`src/rtl/expr_pkg.sv`:
```
// Shared constants for the expression string transmitter and its decoder-side helpers.
package expr_pkg;

   localparam int unsigned MAX_TERMS_DEF = 8;

   // One-hot FSM encoding
   typedef enum logic [3:0] {
      StIdle  = 4'b0001,
      StDigit = 4'b0010,
      StOp    = 4'b0100,
      StFin   = 4'b1000
   } state_e;

   localparam logic [7:0] CH_ZERO  = 8'h30;
   localparam logic [7:0] CH_PLUS  = 8'h2B;
   localparam logic [7:0] CH_MINUS = 8'h2D;
   localparam logic [7:0] CH_MUL   = 8'h2A;
   localparam logic [7:0] CH_DIV   = 8'h2F;

   localparam logic [1:0] OP_ADD = 2'd0;
   localparam logic [1:0] OP_SUB = 2'd1;
   localparam logic [1:0] OP_MUL = 2'd2;
   localparam logic [1:0] OP_DIV = 2'd3;

   function automatic logic [7:0] digit_char(input logic [3:0] d);
      return CH_ZERO + {4'h0, d};
   endfunction

endpackage

```
`src/rtl/op_char_enc.sv`:
```
// Maps a 2-bit operator code to its ASCII character.
module op_char_enc
   import expr_pkg::*;
(
   input  logic [1:0] i_code,
   output logic [7:0] o_char
);

   always_comb begin
      o_char = CH_PLUS;
      case (i_code)
         OP_ADD:  o_char = CH_PLUS;
         OP_SUB:  o_char = CH_MINUS;
         OP_MUL:  o_char = CH_MUL;
         OP_DIV:  o_char = CH_DIV;
         default: o_char = CH_PLUS;
      endcase
   end

endmodule

```
`src/rtl/expr_string_tx.sv`:
```
// Emits a latched batch of digits and operators as a byte-serial ASCII
// string D (O D)* over a valid/ready handshake.
module expr_string_tx
   import expr_pkg::*;
#(
   parameter int unsigned MAX_TERMS = MAX_TERMS_DEF,
   parameter int unsigned TW        = 4
) (
   input  logic                   clk,
   input  logic                   clr,
   input  logic                   i_start,
   input  logic [TW-1:0]          i_terms,
   input  logic [4*MAX_TERMS-1:0] i_digits,
   input  logic [2*MAX_TERMS-3:0] i_ops,
   input  logic                   i_ready,
   output logic [7:0]             o_out,
   output logic                   o_valid,
   output logic                   o_busy,
   output logic                   o_done,
   output logic                   o_err
);

   state_e                 r_state;
   logic [TW-1:0]          r_idx;
   logic [TW-1:0]          r_terms;
   logic [4*MAX_TERMS-1:0] r_digits;
   logic [2*MAX_TERMS-3:0] r_ops;
   logic [7:0]             r_out;
   logic                   r_valid;
   logic                   r_busy;
   logic                   r_done;
   logic                   r_err;

   logic                   w_load_ok;
   logic                   w_digits_ok;
   logic [1:0]             w_op_code;
   logic [7:0]             w_op_char;
   logic [3:0]             w_next_digit;
   logic                   w_last;
   logic                   w_xfer;

   // Only digits that will actually be sent are range-checked
   always_comb begin
      w_digits_ok = 1'b1;
      for (int unsigned i = 0; i < MAX_TERMS; i++) begin
         if ((TW'(i) < i_terms) && (i_digits[4*i +: 4] > 4'd9)) begin
            w_digits_ok = 1'b0;
         end
      end
      w_load_ok = (i_terms != '0) && (i_terms <= TW'(MAX_TERMS)) && w_digits_ok;
   end

   always_comb begin
      w_op_code    = 2'd0;
      w_next_digit = 4'd0;
      for (int unsigned i = 0; i < MAX_TERMS - 1; i++) begin
         if (r_idx == TW'(i)) begin
            w_op_code    = r_ops[2*i +: 2];
            w_next_digit = r_digits[4*(i+1) +: 4];
         end
      end
   end

   assign w_last = (r_idx == (r_terms - TW'(1)));
   assign w_xfer = r_valid && i_ready;

   op_char_enc u_op_char_enc (
      .i_code (w_op_code),
      .o_char (w_op_char)
   );

   always_ff @(posedge clk or posedge clr) begin
      if (clr) begin
         r_state  <= StIdle;
         r_idx    <= '0;
         r_terms  <= '0;
         r_digits <= '0;
         r_ops    <= '0;
         r_out    <= 8'h00;
         r_valid  <= 1'b0;
         r_busy   <= 1'b0;
         r_done   <= 1'b0;
         r_err    <= 1'b0;
      end else begin
         r_done <= 1'b0;
         r_err  <= 1'b0;
         case (r_state)
            StIdle: begin
               if (i_start) begin
                  if (w_load_ok) begin
                     r_digits <= i_digits;
                     r_ops    <= i_ops;
                     r_terms  <= i_terms;
                     r_idx    <= '0;
                     r_busy   <= 1'b1;
                     r_valid  <= 1'b1;
                     r_out    <= digit_char(i_digits[3:0]);
                     r_state  <= StDigit;
                  end else begin
                     r_err <= 1'b1;
                  end
               end
            end
            StDigit: begin
               if (w_xfer) begin
                  if (w_last) begin
                     r_valid <= 1'b0;
                     r_out   <= 8'h00;
                     r_busy  <= 1'b0;
                     r_done  <= 1'b1;
                     r_state <= StFin;
                  end else begin
                     r_out   <= w_op_char;
                     r_state <= StOp;
                  end
               end
            end
            StOp: begin
               if (w_xfer) begin
                  r_idx   <= r_idx + TW'(1);
                  r_out   <= digit_char(w_next_digit);
                  r_state <= StDigit;
               end
            end
            StFin: begin
               // done was raised on entry; start is deliberately not sampled here
               r_state <= StIdle;
            end
            default: begin
               r_state <= StIdle;
               r_idx   <= '0;
               r_valid <= 1'b0;
               r_busy  <= 1'b0;
               r_out   <= 8'h00;
            end
         endcase
      end
   end

   assign o_out   = r_out;
   assign o_valid = r_valid;
   assign o_busy  = r_busy;
   assign o_done  = r_done;
   assign o_err   = r_err;

endmodule

```
`config.mk`:
```
export PLATFORM = sky130hd
export DESIGN_NAME = expr_string_tx
export DESIGN_NICKNAME = d
export VERILOG_FILES = /design/src/rtl/expr_pkg.sv /design/src/rtl/op_char_enc.sv /design/src/rtl/expr_string_tx.sv
export SDC_FILE = /design/constraint.sdc
export NUM_CORES = 1
export LEC_CHECK = 0
export ABC_AREA = 0
export CORE_MARGIN = 2
export CORE_UTILIZATION = 52
export CTS_CLUSTER_DIAMETER = 120
export DETAILED_ROUTE_END_ITERATION = 10
export PLACE_DENSITY = 0.8
export SYNTH_ARGS = -nofsm -noshare
export SYNTH_HDL_FRONTEND = slang
export SYNTH_SLANG_ARGS = --single-unit
export TNS_END_PERCENT = 5
```
`constraint.sdc`:
```
create_clock -name clk -period 2.8 [get_ports clk]
set_input_delay 0.28 -clock clk [delete_from_list [all_inputs] [get_ports clk]]
set_output_delay 0.28 -clock clk [all_outputs]
set_load 0.005 [all_outputs]
```
==> flow_summary.json, run 1 <==
{
  "netlist_area_sq_um": 3360,
  "ir_drop_mv": 0.518,
  "drt_wl_total_microns": 7860,
  "critPathLaunchType": "flip-flop",
  "vias_per_cell": 5.89,
  "antenna_found_initial": 0,
  "tns_ns": 0,
  "synth.distinct_cells": 52,
  "pin_count": 66,
  "reg2reg_from": "r_idx[0]",
  "first_iter_violations": 174,
  "overflow": 0,
  "insertion_delay_ns": 0.34,
  "dieWidth_microns": 84.3,
  "total_power_mw": 3.28,
  "synth.avg_cell_area_sq_um": 11.1,
  "wire_per_inst_microns": 17.7,
  "cp.required_ns": 3.03,
  "rows": 29,
  "grt_use_total": 0.235,
  "grt_pass1_vias": 2643,
  "cts.sinks": 63,
  "cts_root_buffer": "clkbuf_8",
  "dp_hpwl_microns": 5790,
  "finalHoldViolations": 0,
  "skew_ns": 0.00552,
  "synth-seq-cells": 63,
  "cts-resized-gates": 0,
  "post_dp_cell_area_sq_um": 4040,
  "yosysTopAreaCell": "dfrtp_1",
  "syn2layout_area_growth_pct": 25.8,
  "ys_warn_count": 0,
  "seq_area_frac_synth": 0.470,
  "dieArea_sq_um": 7110,
  "cts_buffers": 9,
  "grt_pass1_wl_microns": 13000,
  "synthArstFlopShare": 1.00,
  "synth.top_cell.area_share": 0.462,
  "finalCritPeriodShare": 0.910,
  "drc": 0,
  "status": "finished clean",
  "place_congestion": 0.898,
  "critPathKind": "flip-flop to flip-flop",
  "fillerInstances": 484,
  "post-cts-setup-buffers": 0,
  "tightest_slew_ns": 0.641,
  "synth_commonest_cells": "62 x dfrtp_1, 43 x mux2_2, 24 x o21ai_0, 19 x a21oi_1, 16 x nand2_1",
  "hp-class": "input port to async pin",
  "critPathArrivalTime_ns": 2.78,
  "p_leak_nw": 1.83,
  "fin_crit_ns": 2.55,
  "nets": 424,
  "end_kind": "flip-flop",
  "syn_inst": 302,
  "cts_hold_buf": 0,
  "cts.clk_slew.worst_paths_ns": 0.07,
  "fin_util": 0.672,
  "synth-edff-count": 0,
  "ant_nets": 0,
  "drtPass1Iterations": 4,
  "antennaDiodeCount": 0,
  "grt_setup_unrepaired": "no",
  "cap_violations": 0,
  "worstPathMaxFanout": 12,
  "die_height_microns": 84.3,
  "grt_max_degree": 50,
  "whs_ns": 0.344,
  "power.density_nw_per_um2": 777,
  "drv_slew": 0,
  "portBuffers": 63,
  "r2r_setup_slack_ns": 0.25,
  "num_vias": 2622,
  "stdcell_area_sq_um": 4220,
  "drive_gt1_frac": 0.217,
  "synthFlopType": "dfrtp_1",
  "synth.most_common_cell": "dfrtp_1",
  "cts_tree": "done",
  "synth_area_leaders": "dfrtp_1 46%, mux2_2 14%, o21ai_0 3.6%, a21oi_1 2.8%, mux2_4 2.7%",
  "relSlewSlack": 0.572,
  "reg2reg_to": "o_out[1]",
  "start_util": 0.535,
  "core-area_sq_um": 6280,
  "htreeDepth": 3,
  "cts_buffer_depth": 2,
  "reg2reg_depth": 8,
  "setup_viol": 0,
  "fmax_mhz": 393
}
[flip-flops by register name (all words and copies together), names as in the netlist]
name,flops
o_done,1
r_ops,14
r_idx,4
o_out,6
r_digits,28
r_state,4
o_err,1
o_busy,1
r_terms,4
[through the flow]
| stage | worst slack [ns] | std cells |
|---|---|---|
| after global routing | 0.113 | 445 |
| after floorplan | 0.574 | 303 |
| after global placement | 0.404 | 431 |
| final | 0.253 | 445 |
| after CTS | 0.269 | 445 |
| after detailed placement | 0.328 | 431 |
[cell usage in the layout, fill, tap and decap left out, types with 6 or more instances in the layout]
master / count
a21oi_1: 19
mux2_2: 43
dfrtp_1: 62
mux2_4: 6
inv_1: 6
clkbuf_8: 13
nand2b_1: 9
nand2_1: 16
o21ai_0: 24
clkdlybuf4s50_1: 63
nor2_1: 11
nand3_1: 6
[layer usage]
| metal | share of wire | global-route usage |
|---|---|---|
| met2 | 0.48 | 0.369 |
| met3 | 0.055 | 0.0501 |
| met4 | 0.027 | 0.111 |
| met5 | 0 | 0 |
| met1 | 0.44 | 0.312 |
[power breakdown]
group	switching [mW]	internal, mW
Clock	0.325	0.409
Sequential	0.225	1.25
Combinational	0.420	0.650
Total	0.970	2.31
[final cells by class]
type                            instances  area [sq um]  area share
Sequential cell                        63          1580       0.374
Timing Repair Buffer                   70           708       0.168
Multi-Input combinational cell        212          1620       0.384
Inverter                                9          33.8     0.00800
Tap cell                               77          96.3      0.0228
Clock buffer                           14           183      0.0433
[cells by family (layout without fill, tap and decap cells)]
group                    after synthesis  after routing  share of synthesized area
flip-flops                            63             63                      0.470
AO/OA/AOI/OAI                         88             88                      0.169
AND/OR/NAND/NOR                       62             62                      0.107
multiplexers                          49             49                      0.171
buffers and inverters                 28             93                     0.0477
XOR/XNOR                               6              6                     0.0157
other                                  1              2                    0.00112
adder cells (fa/ha/maj)                5              5                     0.0186
[critical path, cell delays in order, from the launching register on]
cell and delay [ns]:
dfrtp_1 0.47, inv_1 0.12, ha_1 0.37, a211oi_1 0.36
o2bb2ai_1 0.09, o21bai_1 0.18, a211o_1 0.28, a221o_1 0.32
mux2_4 0.25
[worst max path at each step]
stage                          start        to  slack (ns)  cells after the start
after floorplan             r_idx[0]  o_out[1]        0.57                      9
after CTS                   r_idx[0]  o_out[1]        0.27                      8
after detailed placement  i_terms[3]  o_out[3]        0.33                      7
after global routing        r_idx[0]  o_out[1]        0.11                      8
final                       r_idx[0]  o_out[1]        0.25                      8
after global placement    i_terms[3]  o_out[3]        0.40                      7
Power figures use the tool's default switching activity.
==> run 2: changes to the inputs <==
==> constraint.sdc (replaced) <==
create_clock -name clk -period 2.7 [get_ports clk]
set_input_delay 0.27 -clock clk [delete_from_list [all_inputs] [get_ports clk]]
set_output_delay 0.27 -clock clk [all_outputs]
set_load 0.005 [all_outputs]
==> flow_summary.json, run 2 (same netlist as run 1, synthesis figures left out) <==
{
  "rows": 29,
  "fin_crit_ns": 2.43,
  "pin_count": 66,
  "layout_common_cells": "63 x clkdlybuf4s50_1, 62 x dfrtp_1, 43 x mux2_2",
  "crit_chain": "inv_1 > ha_1 > nor2b_1 > a221oi_1 > o21bai_1 > a211o_1 > a221o_1 > mux2_4",
  "ir_drop_mv": 0.446,
  "tns_ns": 0,
  "power.density_nw_per_um2": 794,
  "cts.clk_slew.worst_paths_ns": 0.07,
  "drtPass1Iterations": 4,
  "clockPowerShare": 0.222,
  "portBuffers": 63,
  "ant_nets": 0,
  "syn2layout_area_growth_pct": 26.4,
  "cts.sinks": 63,
  "drc": 0,
  "cts_buffers": 9,
  "overflow": 0,
  "comb_power_share": 0.328,
  "sw_frac_of_total": 0.297,
  "post_dp_cell_area_sq_um": 4060,
  "grt_setup_unrepaired": "no",
  "end_kind": "flip-flop",
  "start_util": 0.535,
  "max_stage_delay_ns": 0.44,
  "internal-power_mw": 2.37,
  "cts_hold_buf": 0,
  "first_iter_violations": 160,
  "dp.cells": 434,
  "path_delay_family": "compound AO/OA/AOI/OAI gates",
  "top_register": "r_digits",
  "status": "finished clean",
  "largest_register_ffs": 28,
  "critPathArrivalTime_ns": 2.66,
  "place_congestion": 0.876,
  "power.switching_mw": 1.00,
  "finalHoldViolations": 0,
  "drt_wl_total_microns": 7670,
  "dieWidth_microns": 84.3,
  "finalCritPeriodShare": 0.902,
  "drv_slew": 0,
  "antennaDiodeCount": 0,
  "wire_per_inst_microns": 17.1,
  "htreeDepth": 3,
  "final_common_cell": "clkdlybuf4s50_1",
  "critPathBufInv": 1,
  "cts_root_buffer": "clkbuf_8",
  "total_power_mw": 3.37,
  "reg2reg_from": "r_idx[1]",
  "skew_ns": 0.00681,
  "insertion_delay_ns": 0.34,
  "cap_violations": 0,
  "fin_cells": 449,
  "nets": 427,
  "dieArea_sq_um": 7110,
  "critPathLaunchType": "flip-flop",
  "cts-resized-gates": 0,
  "worstPathMaxFanout": 12,
  "core-area_sq_um": 6280,
  "post-cts-setup-buffers": 0,
  "vias_per_cell": 5.89,
  "critPathKind": "flip-flop to flip-flop",
  "num_vias": 2645,
  "die_height_microns": 84.3,
  "tightest_slew_ns": 0.602,
  "antenna_found_initial": 0,
  "grt_pass1_wl_microns": 13000,
  "reg2reg_to": "o_out[1]",
  "cts_tree": "done",
  "cp.required_ns": 2.93,
  "drive_gt1_frac": 0.228,
  "relSlewSlack": 0.598,
  "grt_use_total": 0.234,
  "grt_pass1_vias": 2686,
  "hp-class": "input port to async pin",
  "r2r_setup_slack_ns": 0.27,
  "seqPwrFrac": 0.450,
  "dp_hpwl_microns": 5740,
  "grt_max_degree": 46,
  "fmax_mhz": 411,
  "crit_slowest_cell": "dfrtp_1",
  "setup_viol": 0,
  "stdcell_area_sq_um": 4240,
  "reg2reg_depth": 8,
  "p_leak_nw": 1.84,
  "cts_buffer_depth": 2
}
[run 2: layout make-up]
class	instances	area, sq um
Tap cell	77	96.3
Multi-Input combinational cell	212	1620
Timing Repair Buffer	73	731
Fill cell	484	2030
Clock inverter	3	17.5
Inverter	9	33.8
Sequential cell	63	1580
Clock buffer	12	165
[run 2: stage by stage]
step,worst slack (ns),hold WS (ns),utilization
6_report,0.266,0.327,0.676
5_1_grt,0.116,0.383,0.676
4_1_cts,0.274,0.337,0.676
3_5_place_dp,0.153,0.494,0.647
3_3_place_gp,0.304,0.490,0.647
2_1_floorplan,0.474,0.380,-
[run 2: worst register-to-register path: cells and delay by family (launching register included)]
family	cells	cell delay, ns
flops	1	0.44
buf+inv	1	0.11
compound gates	4	1.05
fa+ha+maj	1	0.38
simple gates	1	0.09
mux	1	0.25
[run 2: how the worst max path moves through the flow]
| stage | cells past startpoint | endpoint | slack [ns] | startpoint |
|---|---|---|---|---|
| 2_1_floorplan | 9 | o_out[1] | 0.47 | r_idx[0] |
| 3_3_place_gp | 7 | o_out[3] | 0.30 | i_terms[3] |
| 3_5_place_dp | 7 | o_out[3] | 0.15 | i_digits[5] |
| 4_1_cts | 8 | o_out[1] | 0.27 | r_idx[1] |
| 5_1_grt | 9 | o_out[2] | 0.12 | r_idx[1] |
| 6_report | 8 | o_out[1] | 0.27 | r_idx[1] |
[run 2: routing by layer]
| metal | global-route usage | up-vias | wire (microns) |
|---|---|---|---|
| met5 | 0 | - | 0 |
| met4 | 0.105 | 0 | 218 |
| met3 | 0.0629 | 17 | 474 |
| met2 | 0.373 | 103 | 3650 |
| met1 | 0.300 | 1289 | 3330 |
| li1 | - | 1236 | - |
[run 2: power groups by stage]
stage / registers [mW] / logic [mW] / clock network [mW]
after global placement: 1.51 / 1.07 / 0
after global routing: 1.55 / 1.21 / 0.811
after detailed placement: 1.53 / 1.10 / 0
after floorplan: 1.45 / 0.762 / 0
final: 1.52 / 1.11 / 0.746
after CTS: 1.51 / 1.11 / 0.772
